### config.mk
export PLATFORM = sky130hd
export DESIGN_NAME = psum_accum_wb_flat
export DESIGN_NICKNAME = d
export VERILOG_FILES = /design/src/rtl/psum_accum_wb_if.sv /design/src/rtl/psum_accum_wb.sv /design/src/flat_wrapper.sv
export SDC_FILE = /design/constraint.sdc
export NUM_CORES = 1
export LEC_CHECK = 0
export ABC_AREA = 1
export BUFFER_PORTS_ARGS = -buffer_cell sky130_fd_sc_hd__buf_2
export CAP_MARGIN = 20
export CORE_MARGIN = 4
export CORE_UTILIZATION = 33
export CTS_BUF_LIST = sky130_fd_sc_hd__clkbuf_8
export DETAILED_ROUTE_END_ITERATION = 8
export SLEW_MARGIN = 10
export SYNTH_ARGS = -nofsm -noshare
export SYNTH_HDL_FRONTEND = slang
export SYNTH_SLANG_ARGS = --single-unit
### constraint.sdc
create_clock -name clk -period 2.65 [get_ports clk]
set_clock_uncertainty 0.15 [all_clocks]
set_input_delay 0.3975 -clock clk [delete_from_list [all_inputs] [get_ports clk]]
set_output_delay 0.3975 -clock clk [all_outputs]
set_load 0.01 [all_outputs]
### src/rtl/psum_accum_wb_if.sv
// rtl/psum_accum_wb_if.sv - Control, psum stream and PMEM port bundle for psum_accum_wb
interface psum_accum_wb_if #(
    parameter int col     = 8,
    parameter int psum_bw = 16,
    parameter int addr_w  = 9
);
    logic                   start;
    logic [addr_w-1:0]      base_addr;
    logic                   in_valid;
    logic [col*psum_bw-1:0] in_data;
    logic                   in_ready;
    logic [col*psum_bw-1:0] mem_q;
    logic [col*psum_bw-1:0] mem_d;
    logic [addr_w-1:0]      mem_addr;
    logic                   mem_cen;
    logic                   mem_wen;
    logic                   busy;
    logic [3:0]             pass_idx;
    logic                   done;

    modport master (
        output start, base_addr, in_valid, in_data, mem_q,
        input  in_ready, mem_d, mem_addr, mem_cen, mem_wen, busy, pass_idx, done
    );

    modport slave (
        input  start, base_addr, in_valid, in_data, mem_q,
        output in_ready, mem_d, mem_addr, mem_cen, mem_wen, busy, pass_idx, done
    );
endinterface

### src/rtl/psum_accum_wb.sv
// rtl/psum_accum_wb.sv - Psum write-back/accumulate stage into PMEM (optional macro ACCUM_RELU_EN)
module psum_accum_wb #(
    parameter int col      = 8,
    parameter int psum_bw  = 16,
    parameter int addr_w   = 9,
    parameter int NUM_OUT  = 16,
    parameter int NUM_PASS = 9
) (
    input logic            clk,
    input logic            reset,
    psum_accum_wb_if.slave wb
);
    localparam int VEC_W = col * psum_bw;
    localparam int IDX_W = (NUM_OUT > 1) ? $clog2(NUM_OUT) : 1;

    typedef enum logic [2:0] {
        S_IDLE,
        S_WAIT_IN,
        S_RD,
        S_ADD,
        S_WR,
        S_DONE
    } state_t;

    state_t             state_q, state_d;
    logic [addr_w-1:0]  base_q, base_d;
    logic [IDX_W-1:0]   idx_q, idx_d;
    logic [3:0]         pass_q, pass_d;
    logic [VEC_W-1:0]   hold_q, hold_d;
    logic [VEC_W-1:0]   sum_q, sum_d;

    logic               last_idx;
    logic               last_pass;
    logic [addr_w-1:0]  cur_addr;
    logic [VEC_W-1:0]   wr_data;

    // Position decode shared by next-state and output logic; address wraps modulo 2^addr_w
    always_comb begin
        last_idx  = (idx_q == IDX_W'(NUM_OUT - 1));
        last_pass = (pass_q == 4'(NUM_PASS - 1));
        cur_addr  = base_q + addr_w'(idx_q);
    end

`ifdef ACCUM_RELU_EN
    // Final pass clamps negative lanes to zero; earlier passes keep raw partial sums
    always_comb begin
        wr_data = sum_q;
        if (last_pass) begin
            for (int i = 0; i < col; i++) begin
                if (sum_q[psum_bw*i + psum_bw - 1]) begin
                    wr_data[psum_bw*i +: psum_bw] = '0;
                end
            end
        end
    end
`else
    // Every pass stores the raw wrapped sum
    always_comb begin
        wr_data = sum_q;
    end
`endif

    // State and datapath registers; reset aborts any sequence, PMEM is left untouched
    always_ff @(posedge clk) begin
        if (!reset) begin
            state_q <= S_IDLE;
            base_q  <= '0;
            idx_q   <= '0;
            pass_q  <= '0;
            hold_q  <= '0;
            sum_q   <= '0;
        end else begin
            state_q <= state_d;
            base_q  <= base_d;
            idx_q   <= idx_d;
            pass_q  <= pass_d;
            hold_q  <= hold_d;
            sum_q   <= sum_d;
        end
    end

    // Sequencing: accept vector, optionally read-add, write back, advance idx/pass
    always_comb begin
        state_d = state_q;
        base_d  = base_q;
        idx_d   = idx_q;
        pass_d  = pass_q;
        hold_d  = hold_q;
        sum_d   = sum_q;
        case (state_q)
            S_IDLE: begin
                if (wb.start) begin
                    base_d  = wb.base_addr;
                    idx_d   = '0;
                    pass_d  = '0;
                    state_d = S_WAIT_IN;
                end
            end
            S_WAIT_IN: begin
                if (wb.in_valid) begin
                    hold_d = wb.in_data;
                    if (pass_q == 4'd0) begin
                        // First pass overwrites PMEM, no read needed
                        sum_d   = wb.in_data;
                        state_d = S_WR;
                    end else begin
                        state_d = S_RD;
                    end
                end
            end
            S_RD: begin
                state_d = S_ADD;
            end
            S_ADD: begin
                // Lane-wise signed add, wrapping modulo 2^psum_bw
                for (int i = 0; i < col; i++) begin
                    sum_d[psum_bw*i +: psum_bw] = wb.mem_q[psum_bw*i +: psum_bw]
                                                + hold_q[psum_bw*i +: psum_bw];
                end
                state_d = S_WR;
            end
            S_WR: begin
                if (!last_idx) begin
                    idx_d   = idx_q + IDX_W'(1);
                    state_d = S_WAIT_IN;
                end else if (!last_pass) begin
                    idx_d   = '0;
                    pass_d  = pass_q + 4'd1;
                    state_d = S_WAIT_IN;
                end else begin
                    state_d = S_DONE;
                end
            end
            S_DONE: begin
                state_d = S_IDLE;
            end
            default: begin
                state_d = S_IDLE;
            end
        endcase
    end

    // Outputs decoded from state and registers only, so a reset cycle never strobes PMEM
    always_comb begin
        wb.in_ready = 1'b0;
        wb.mem_cen  = 1'b1;
        wb.mem_wen  = 1'b1;
        wb.mem_addr = '0;
        wb.mem_d    = '0;
        wb.busy     = (state_q != S_IDLE);
        wb.done     = 1'b0;
        wb.pass_idx = pass_q;
        case (state_q)
            S_WAIT_IN: begin
                wb.in_ready = 1'b1;
            end
            S_RD: begin
                wb.mem_cen  = 1'b0;
                wb.mem_addr = cur_addr;
            end
            S_WR: begin
                wb.mem_cen  = 1'b0;
                wb.mem_wen  = 1'b0;
                wb.mem_addr = cur_addr;
                wb.mem_d    = wr_data;
            end
            S_DONE: begin
                wb.done = 1'b1;
            end
            default: begin
            end
        endcase
    end
endmodule

### src/flat_wrapper.sv
// flat-port wrapper written by rule: the top's interface ports become plain ports
module psum_accum_wb_flat 
#(
    parameter int col      = 8,
    parameter int psum_bw  = 16,
    parameter int addr_w   = 9,
    parameter int NUM_OUT  = 16,
    parameter int NUM_PASS = 9
)
  (clk, reset, wb_start, wb_base_addr, wb_in_valid, wb_in_data, wb_mem_q, wb_in_ready, wb_mem_d, wb_mem_addr, wb_mem_cen, wb_mem_wen, wb_busy, wb_pass_idx, wb_done);
  psum_accum_wb_if #(.col(col), .psum_bw(psum_bw), .addr_w(addr_w)) wb_i ();
  input logic clk;
  input logic reset;
  input wire logic [$bits(wb_i.start)-1:0] wb_start;
  input wire logic [$bits(wb_i.base_addr)-1:0] wb_base_addr;
  input wire logic [$bits(wb_i.in_valid)-1:0] wb_in_valid;
  input wire logic [$bits(wb_i.in_data)-1:0] wb_in_data;
  input wire logic [$bits(wb_i.mem_q)-1:0] wb_mem_q;
  output wire logic [$bits(wb_i.in_ready)-1:0] wb_in_ready;
  output wire logic [$bits(wb_i.mem_d)-1:0] wb_mem_d;
  output wire logic [$bits(wb_i.mem_addr)-1:0] wb_mem_addr;
  output wire logic [$bits(wb_i.mem_cen)-1:0] wb_mem_cen;
  output wire logic [$bits(wb_i.mem_wen)-1:0] wb_mem_wen;
  output wire logic [$bits(wb_i.busy)-1:0] wb_busy;
  output wire logic [$bits(wb_i.pass_idx)-1:0] wb_pass_idx;
  output wire logic [$bits(wb_i.done)-1:0] wb_done;
  assign wb_i.start = wb_start;
  assign wb_i.base_addr = wb_base_addr;
  assign wb_i.in_valid = wb_in_valid;
  assign wb_i.in_data = wb_in_data;
  assign wb_i.mem_q = wb_mem_q;
  assign wb_in_ready = wb_i.in_ready;
  assign wb_mem_d = wb_i.mem_d;
  assign wb_mem_addr = wb_i.mem_addr;
  assign wb_mem_cen = wb_i.mem_cen;
  assign wb_mem_wen = wb_i.mem_wen;
  assign wb_busy = wb_i.busy;
  assign wb_pass_idx = wb_i.pass_idx;
  assign wb_done = wb_i.done;
  psum_accum_wb #(.col(col), .psum_bw(psum_bw), .addr_w(addr_w), .NUM_OUT(NUM_OUT), .NUM_PASS(NUM_PASS)) u_core (.clk(clk), .reset(reset), .wb(wb_i));
endmodule
==> impl_metrics.toml, run 1 <==
[synth]
synth-main-ff-cell = "dfxtp_1"
synth_edf_count = 0
syn-instance-count = 3140
synth_top_area_cell = "dfxtp_1"
ys_types = 33
ys_seq_area_share_pct = 29.0
synth_area_leaders = "dfxtp_1 (29%), nand2_1 (16%), inv_1 (10%)"
ys_warn_count = 0
synthSimpleGateAreaFrac_pct = 30.1
synth-xor-area-share_pct = 1.15
async_flop_share_pct = 0
muxShareOfSynthArea_pct = 0
post-synth-top-area-fraction_pct = 29.0
synth_adder_area_share_pct = 9.30
synthesis.nets = 3545
synth.avg_cell_area_sq_um = 6.06
netlist_area_sq_um = 19000
synth_top_family_by_area = "simple AND/OR/NAND/NOR gates"
ys_ff_latch = 276
synth_compound_area_share_pct = 17.3

[placed_design]
place_hpwl_um = 48400
place_area_sq_um = 21900
dp_slack_ps = 319
portBuffers = 414
gp_congestion = 0.875

[critical_path]
r2r-end = "u_core.hold_q[43]$_SDFFE_PN0P_"
critPathMaxStageDelay_ps = 350
critPathCapture = "wb_mem_addr[8]"
crit_buf_inv = 1
r2r_slack_ps = 220
required_ps = 2100
r2r_start = "u_core.state_q[2]$_SDFFE_PN0P_"
ff2ff_path_depth = 9
arrival_ps = 2170
worstPathCellList = "ha_4, fa_2, nand3_2, nand2_2, nand2_2, nor3_2, nand2_1, o21ai_1, a21oi_1, buf_2"
crit_family = "adder cells"
crit_type = "reg2out"
crit_slowest_cell = "dfxtp_4"
crit_cells = 10
cp-startpoint = "u_core.idx_q[0]$_SDFFE_PN0P_"
worstSetupStartpointType = "register"
cpMostUsedCell = "nand2_2"
path_max_fanout = 2
end_kind = "primary output"

[timing]
rsz0062_at_grt = "yes"
worst_pin_slew_ps = 517
final-hold-violation-count = 0
min_period_ps = 2710
report.final.slew_viol_count = 0
max_slew_margin_pct = 65.5
setup_slack_ps = -64.7
fmaxAchievable_ghz = 0.368
finalCritPeriodShare_pct = 102
setup_viol = 5
finalSetupTns_ps = -232

[grt]
grt_usage_pct = 21.2
antenna_found_initial = 6
grt_pass1_wl_um = 106000
grt_pass1_vias = 20500
grt_max_degree = 105
gr-total-overflow = 0

[route]
vias = 21300
drtIter0Drc = 1187
routed_via_density = 4.77
drc = 0
routed_wl_um = 67700
first_pass_iters = 5
postRouteAntennaNets = 0
routedWlPerCell_um = 15.1

[floorplan]
num_rows = 87
start_util_pct = 33.5
ioPinCount = 415
die_width_um = 248
die_area_sq_um = 61600
core_area_sq_um = 56700
die_h_um = 248

[cts]
clkLatencyLatePin_ps = 640
clock_path_buffers = 3
cts_sinks = 276
cts_tree = "built"
root_buffer = "clkbuf_8"
numCtsBuffers = 53
cts_max_level = 2
clk_pin_slew_ps = 60

[layout]
fill_cells = 6029
nets = 4075
final_area_sq_um = 24800
multi_input_area_sq_um = 11100
seq_area_sq_um = 5540
drive_above_1_share_pct = 16.0
syn_to_final_growth_pct = 30.5

[flow_run]
cap_violations = 0

[pwr]
irDropWorstVdd_v = 0.000367
p_total_mw = 13.8
p_clk_share_pct = 34.3
seqPwrFrac_pct = 36.1
cellPowerDensity_nw_per_um2 = 555
p_sw_mw = 4.83
swShare_pct = 35.0
combPwrFrac_pct = 29.6
p_int_mw = 8.95
leakage_nw = 12.6

[hold_path]
hold_class = "in2reg"

[outcome]
violations = "setup timing"
status = "finished, violations left"
cell usage in the layout (no fill, tap or decap), types with 3 or more instances in the layout:
| cell type | netlist | routed |
|---|---|---|
| or2_2 | 17 | 17 |
| nor2_4 | 2 | 4 |
| fa_1 | 9 | 8 |
| inv_1 | 508 | 520 |
| nand3_1 | 164 | 163 |
| nor3_2 | 0 | 3 |
| nand4_1 | 9 | 9 |
| nand2_2 | 4 | 4 |
| dfxtp_2 | 0 | 4 |
| buf_4 | 5 | 19 |
| buf_12 | 0 | 14 |
| diode_2 | 0 | 5 |
| inv_2 | 8 | 6 |
| clkinv_2 | 0 | 4 |
| nand2_1 | 795 | 793 |
| xor2_1 | 8 | 8 |
| dlygate4sd3_1 | 0 | 153 |
| bufinv_16 | 0 | 3 |
| nand3b_1 | 8 | 8 |
| o21ai_0 | 212 | 210 |
| buf_2 | 44 | 413 |
| dfxtp_1 | 276 | 270 |
| nor3_1 | 32 | 29 |
| and2_1 | 8 | 8 |
| xnor2_1 | 17 | 17 |
| nor2_1 | 371 | 362 |
| ha_1 | 127 | 125 |
| o21ai_1 | 24 | 25 |
| a21oi_1 | 371 | 370 |
| nand2_4 | 1 | 3 |
| nor2_2 | 3 | 10 |
| o211ai_1 | 8 | 8 |
| a31oi_1 | 26 | 26 |
| clkbuf_8 | 0 | 73 |
registers in the layout, indices dropped and copies added, names as in the netlist:
register	cells
u_core.base_q	9
u_core.hold_q	128
u_core.idx_q	4
u_core.state_q	3
u_core.sum_q	128
u_core.wb.pass_idx	4
worst register-to-register path: stages, from the launching register on:
cell and delay, ps:
dfxtp_1 380, inv_2 100, nand2_4 70, nor2_4 140, nand2_4 90, inv_6 210, buf_12 290, o21ai_0 220
a21oi_1 140, dlygate4sd3_1 560
layer usage:
metal / track usage (%) / vias to the layer above / share of wire (%)
met4: 6.35 / 2 / 2.7
met3: 3.39 / 102 / 6.3
met5: 0 / - / 0.018
met1: 27.3 / 9613 / 44
met2: 36.8 / 624 / 46
li1: - / 11000 / -
cell type report:
| cell class | instances | area share, % |
|---|---|---|
| antenna | 5 | 0.0504 |
| clock buffer | 73 | 4.05 |
| clock inverter | 21 | 0.665 |
| inverter | 516 | 7.86 |
| multi-input combinational | 2221 | 44.8 |
| sequential | 276 | 22.3 |
| tap | 756 | 3.81 |
| timing repair buffer | 602 | 16.5 |
kinds of logic after synthesis:
group	after synthesis
adder cells (fa/ha/maj)	136
AO/OA/AOI/OAI	644
XOR/XNOR	25
AND/OR/NAND/NOR	1416
flip-flops	276
buffers and inverters	643
how the worst min path moves through the flow:
stage / from / endpoint / slack (ps) / depth (start not counted)
floorplan: u_core.base_q[0]$_SDFFE_PN0P_ / u_core.base_q[0]$_SDFFE_PN0P_ / 290 / 2
global placement: u_core.sum_q[108]$_SDFFE_PN0P_ / u_core.sum_q[108]$_SDFFE_PN0P_ / 300 / 2
detailed placement: u_core.sum_q[121]$_SDFFE_PN0P_ / u_core.sum_q[121]$_SDFFE_PN0P_ / 310 / 2
CTS: wb_mem_q[15] / u_core.sum_q[15]$_SDFFE_PN0P_ / 10 / 6
global route: wb_mem_q[15] / u_core.sum_q[15]$_SDFFE_PN0P_ / 80 / 6
finish: wb_mem_q[48] / u_core.sum_q[48]$_SDFFE_PN0P_ / 70 / 4
Yosys cell counts (8+ instances only):
cell / n
and2_1: 8
a21oi_1: 371
inv_1: 508
nand3b_1: 8
nor2_1: 371
ha_1: 127
or2_2: 17
buf_2: 44
nand3_1: 164
xnor2_1: 17
nor3_1: 32
nand2_1: 795
dfxtp_1: 276
o21ai_1: 24
fa_1: 9
clkbuf_1: 73
nand4_1: 9
xor2_1: 8
inv_2: 8
o211ai_1: 8
o21ai_0: 212
a31oi_1: 26
power groups by stage:
stage          sequential, mW  clock (mW)  combinational [mW]
6_report                 4.97        4.72                4.08
3_3_place_gp             5.05           0                3.80
4_1_cts                  4.97        4.86                4.08
5_1_grt                  5.03        5.04                4.68
2_1_floorplan            4.96           0                2.73
3_5_place_dp             5.05           0                3.84
stage by stage:
stage                     hold WS, ps  instances  utilization (%)
after global placement            304       4209             38.6
final                            72.5       4470             43.8
after CTS                        10.5       4462             43.7
after detailed placement          305       4209             38.6
after global routing             82.6       4466             43.7
after floorplan                   294       3140                -
what timing repair did:
action,in CTS,in global routing
gates cloned,1,0
endpoints found under the setup margin,19,6
pin swaps,7,3
hold buffers,153,0
hold endpoints to repair,264,0
resized for setup,33,3
setup buffers,5,3
(Power assumes the default switching activity.)
==> inputs of run 2 (changes only) <==
ABC_AREA = 0   (was 1)
CTS_BUF_LIST = not set   (was sky130_fd_sc_hd__clkbuf_8)
==> impl_metrics.toml, run 2 <==
[route]
drc = 0
vias = 18800
drtIter0Drc = 1276
postRouteAntennaNets = 0
routed_wl_um = 68500
routedWlPerCell_um = 19.6
first_pass_iters = 5
routed_via_density = 5.37

[cts]
cts_tree = "built"
cts_max_level = 2
root_buffer = "clkbuf_16"
clk_pin_slew_ps = 60
numCtsBuffers = 36
cts_sinks = 276
clkLatencyLatePin_ps = 540
clock_path_buffers = 3

[placed_design]
place_hpwl_um = 46100
gp_congestion = 0.915
dpl.cell_count = 3266
dp_slack_ps = -86.7
place_area_sq_um = 20300
portBuffers = 414

[layout]
nets = 3196
final_util_pct = 46.7
final_area_sq_um = 23500
layout.cells.most_common = "nand2_1"
multi_input_area_sq_um = 10900
drive_above_1_share_pct = 23.5
seq_area_sq_um = 5540
stdcell_count = 3499
top_regs = "u_core.hold_q: 128 flops, u_core.sum_q: 128 flops, u_core.base_q: 9 flops"
fill_cells = 4939
final_cell_mix = "nand2_1 (456), buf_2 (411), a21oi_1 (309)"
syn_to_final_growth_pct = 39.5

[critical_path]
path_max_fanout = 2
r2r_start = "u_core.hold_q[16]$_SDFFE_PN0P_"
required_ps = 2100
end_kind = "primary output"
r2r_slack_ps = 160
ff2ff_path_depth = 8
worstSetupStartpointType = "register"
arrival_ps = 2200
crit_type = "reg2out"
r2r-end = "u_core.sum_q[30]$_SDFFE_PN0P_"

[outcome]
status = "finished, violations left"
violations = "setup timing"

[synth]
ys_types = 58
synth.avg_cell_area_sq_um = 7.63
synth_top_area_cell = "dfxtp_1"
ys_ff_latch = 276
post-synth-top-area-fraction_pct = 32.8
synth-main-ff-cell = "dfxtp_1"
synth_area_leaders = "dfxtp_1 (33%), nand2_1 (10%), ha_1 (9.4%)"
synth_most_common_cell = "nand2_1"
synth_edf_count = 0
synth_commonest_cells = "nand2_1 (462), a21oi_1 (314), dfxtp_1 (276)"
syn-instance-count = 2209
async_flop_share_pct = 0
ys_warn_count = 0
ys_seq_area_share_pct = 32.8
synthesis.nets = 2614
netlist_area_sq_um = 16800

[floorplan]
start_util_pct = 33.5
die_area_sq_um = 54700
ioPinCount = 415
die_width_um = 234
die_h_um = 234
num_rows = 82
core_area_sq_um = 50300

[timing]
finalSetupTns_ps = -267
setup_viol = 4
max_slew_margin_pct = 60.9
fmaxAchievable_ghz = 0.364
rsz0062_at_grt = "yes"
finalCritPeriodShare_pct = 104
report.final.slew_viol_count = 0
hold_slack_ps = 118
worst_pin_slew_ps = 583
final-hold-violation-count = 0
min_period_ps = 2750
setup_slack_ps = -95.7

[hold_path]
hold_class = "in2reg"
holdPathEnd = "u_core.sum_q[63]$_SDFFE_PN0P_"
holdPathStages = 4
min_from = "wb_mem_q[63]"

[grt]
gr-total-overflow = 0
grt_pass1_vias = 18700
grt_pass1_wl_um = 101000
antenna_found_initial = 18
grt_max_degree = 67
grt_usage_pct = 23.3

[flow_run]
cap_violations = 0

[pwr]
irDropWorstVdd_v = 0.000335
cellPowerDensity_nw_per_um2 = 508
leakage_nw = 10.4
p_total_mw = 11.9
[run 2: worst max-delay path by stage]
stage	from	end	slack [ps]	cells past startpoint
global route	u_core.base_q[0]$_SDFFE_PN0P_	wb_mem_addr[8]	-190	9
CTS	u_core.base_q[0]$_SDFFE_PN0P_	wb_mem_addr[8]	-130	9
global placement	wb_mem_q[0]	u_core.sum_q[14]$_SDFFE_PN0P_	-70	11
finish	u_core.base_q[0]$_SDFFE_PN0P_	wb_mem_addr[8]	-100	9
floorplan	wb_mem_q[48]	u_core.sum_q[58]$_SDFFE_PN0P_	150	8
detailed placement	wb_mem_q[96]	u_core.sum_q[110]$_SDFFE_PN0P_	-90	9
[run 2: timing repair]
action,in CTS,in global routing
resized for setup,27,28
hold endpoints to repair,192,0
endpoints found under the setup margin,119,112
pin swaps,6,11
cloned,3,9
hold buffers,137,0
buffers inserted,6,4
[run 2: routing by layer]
layer	track usage [%]	share of wire [%]	vias to the layer above
met4	9.93	3.9	10
met5	0	0.085	-
met1	29.1	42	8857
met2	39.2	47	767
met3	4.40	7.2	167
li1	-	-	8993
[run 2: kinds of logic (layout without fill, tap and decap cells)]
group | count (synthesis) | count (layout) | share of synthesized area [%]
simple gates | 848 | 848 | 22.7
compound gates | 679 | 679 | 24.5
flops | 276 | 276 | 32.8
buf+inv | 158 | 766 | 3.60
fa+ha+maj | 136 | 136 | 10.5
xor+xnor | 105 | 105 | 5.46
mux | 7 | 7 | 0.416
other cells | 0 | 10 | 0
[run 2: worst max-delay path, cell delays in order, from the launching register on]
cell and delay, ps:
dfxtp_2 340, ha_4 160, fa_2 340, a21o_1 180, a21oi_2 180, nor2_2 70
nand3_2 70, xor2_1 130, nor2_1 50, buf_2 130
[run 2: final cells by class]
| type | count | area share (%) |
|---|---|---|
| Antenna cell | 10 | 0.106 |
| Sequential cell | 276 | 23.6 |
| Tap cell | 672 | 3.58 |
| Clock buffer | 49 | 4.43 |
| Multi-Input combinational cell | 1775 | 46.4 |
| Timing Repair Buffer | 678 | 20.7 |
| Clock inverter | 15 | 0.825 |
| Inverter | 24 | 0.405 |
[run 2: report_power, final]
part	internal, mW	total (mW)	switching (mW)
Sequential	4.37	4.49	0.126
Combinational	1.03	2.27	1.24
Clock	3.15	5.17	2.02
Total	8.55	11.9	3.39
==> inputs of run 3 (changes only) <==
ABC_CLOCK_PERIOD_IN_PS = 2650   (was not set)
CTS_BUF_LIST = sky130_fd_sc_hd__clkbuf_16   (was not set)
==> impl_metrics.toml, run 3 (same netlist as run 2, synthesis figures left out) <==
[outcome]
status = "finished, violations left"
violations = "setup timing"

[cts]
cts_tree = "built"
cts_sinks = 276
root_buffer = "clkbuf_16"
clk_pin_slew_ps = 60
numCtsBuffers = 36
cts_max_level = 2
clkLatencyLatePin_ps = 550
clock_path_buffers = 3

[floorplan]
die_h_um = 234
die_area_sq_um = 54700
start_util_pct = 33.5
num_rows = 82
core_area_sq_um = 50300
ioPinCount = 415
die_width_um = 234

[timing]
report.final.slew_viol_count = 0
min_period_ps = 2770
rsz0062_at_grt = "yes"
setup_viol = 4
fmaxAchievable_ghz = 0.361
final-hold-violation-count = 0
finalCritPeriodShare_pct = 105
worst_pin_slew_ps = 575
hold_slack_ps = 117
max_slew_margin_pct = 61.4
setup_slack_ps = -123

[critical_path]
arrival_ps = 2230
r2r-end = "u_core.sum_q[29]$_SDFFE_PN0P_"
crit_type = "reg2out"
worstSetupStartpointType = "register"
required_ps = 2100
r2r_start = "u_core.hold_q[17]$_SDFFE_PN0P_"
end_kind = "primary output"
r2r_slack_ps = 140
ff2ff_path_depth = 9
path_max_fanout = 2

[hold_path]
min_from = "wb_mem_q[63]"
hold_class = "in2reg"
holdPathStages = 4
holdPathEnd = "u_core.sum_q[63]$_SDFFE_PN0P_"

[layout]
fill_cells = 4944
final_cell_mix = "nand2_1 (456), buf_2 (411), a21oi_1 (309)"
layout.cells.most_common = "nand2_1"
stdcell_count = 3500
seq_area_sq_um = 5540
nets = 3196
drive_above_1_share_pct = 23.2
top_regs = "u_core.hold_q: 128 flops, u_core.sum_q: 128 flops, u_core.base_q: 9 flops"
syn_to_final_growth_pct = 39.1
multi_input_area_sq_um = 10900

[route]
vias = 18800
first_pass_iters = 6
drtIter0Drc = 1288
routed_wl_um = 68500
routed_via_density = 5.37
postRouteAntennaNets = 0
drc = 0
routedWlPerCell_um = 19.6

[pwr]
leakage_nw = 10.4
cellPowerDensity_nw_per_um2 = 500
irDropWorstVdd_v = 0.000335

[grt]
grt_max_degree = 67
gr-total-overflow = 0
antenna_found_initial = 18
grt_pass1_wl_um = 101000
grt_pass1_vias = 18600
grt_usage_pct = 23.2

[flow_run]
cap_violations = 0

[placed_design]
dpl.cell_count = 3266
place_hpwl_um = 46100
dp_slack_ps = -86.7
portBuffers = 414
gp_congestion = 0.915
## run 3: cell types whose count changed in the layout (fill, tap and decap cells not counted)
cell / previous run / this run
clkbuf_1: 5 / 0
clkbuf_8: 7 / 0
clkinv_1: 1 / 8
diode_2: 10 / 11
fa_1: 7 / 6
fa_2: 2 / 3
inv_1: 22 / 27
nand3_1: 43 / 44
nand3_2: 2 / 1
## run 3: final cells by class
| class | count | share of cell area, % |
|---|---|---|
| multi-input cells | 1775 | 46.6 |
| flip-flops and latches | 276 | 23.6 |
| repair buffers | 678 | 20.7 |
| clock buffers | 37 | 3.95 |
| well taps | 672 | 3.59 |
| clock inverters | 27 | 1.02 |
| inverters | 24 | 0.406 |
| diodes | 11 | 0.117 |
## run 3: per-stage QoR
step	instance area, sq um	TNS (ps)	util (%)	total power [mW]
2_1_floorplan	16800	0	-	5.76
4_1_cts	23000	-438	45.8	11.7
6_report	23400	-315	46.6	11.7
3_3_place_gp	20300	-249	40.4	6.51
5_1_grt	23400	-862	46.6	12.2
3_5_place_dp	20300	-699	40.4	6.56
## run 3: how the worst max path moves through the flow
stage | start | endpoint | slack (ps) | cells after the start
5_1_grt | u_core.base_q[0]$_SDFFE_PN0P_ | wb_mem_addr[8] | -230 | 9
4_1_cts | u_core.base_q[0]$_SDFFE_PN0P_ | wb_mem_addr[8] | -130 | 9
3_5_place_dp | wb_mem_q[96] | u_core.sum_q[110]$_SDFFE_PN0P_ | -90 | 9
6_report | u_core.base_q[0]$_SDFFE_PN0P_ | wb_mem_addr[8] | -120 | 9
2_1_floorplan | wb_mem_q[48] | u_core.sum_q[58]$_SDFFE_PN0P_ | 150 | 8
3_3_place_gp | wb_mem_q[0] | u_core.sum_q[14]$_SDFFE_PN0P_ | -70 | 11
## run 3: worst max-delay path, stage by stage, from the launching register on
cell	delay, ps
dfxtp_2	340
ha_4	160
fa_2	360
a21o_1	180
a21oi_2	160
nor2_2	70
nand3_1	90
xor2_1	140
nor2_1	50
buf_2	130
## run 3: metal layers
layer | share of wire, % | wire length [um] | GRT usage [%] | vias to the layer above
met1 | 42 | 28800 | 29.0 | 8849
met2 | 47 | 32100 | 39.3 | 766
li1 | - | - | - | 8996
met3 | 7.1 | 4840 | 4.48 | 169
met4 | 3.9 | 2640 | 9.73 | 10
met5 | 0.085 | 58 | 0 | -
## run 3: power by group
group          switching, mW  leakage (nW)  internal [mW]
combinational           1.24          7.57           1.03
sequential             0.126          2.25           4.37
clock                   2.01         0.589           2.93
## run 3: what timing repair did
item                                    CTS  global route
endpoints found under the setup margin  119           115
hold buffers                            137             0
gates resized for setup                  27            28
pin swaps                                11             6
cloned                                    3             9
buffers inserted                          6             4
endpoints found under the hold margin   192             0
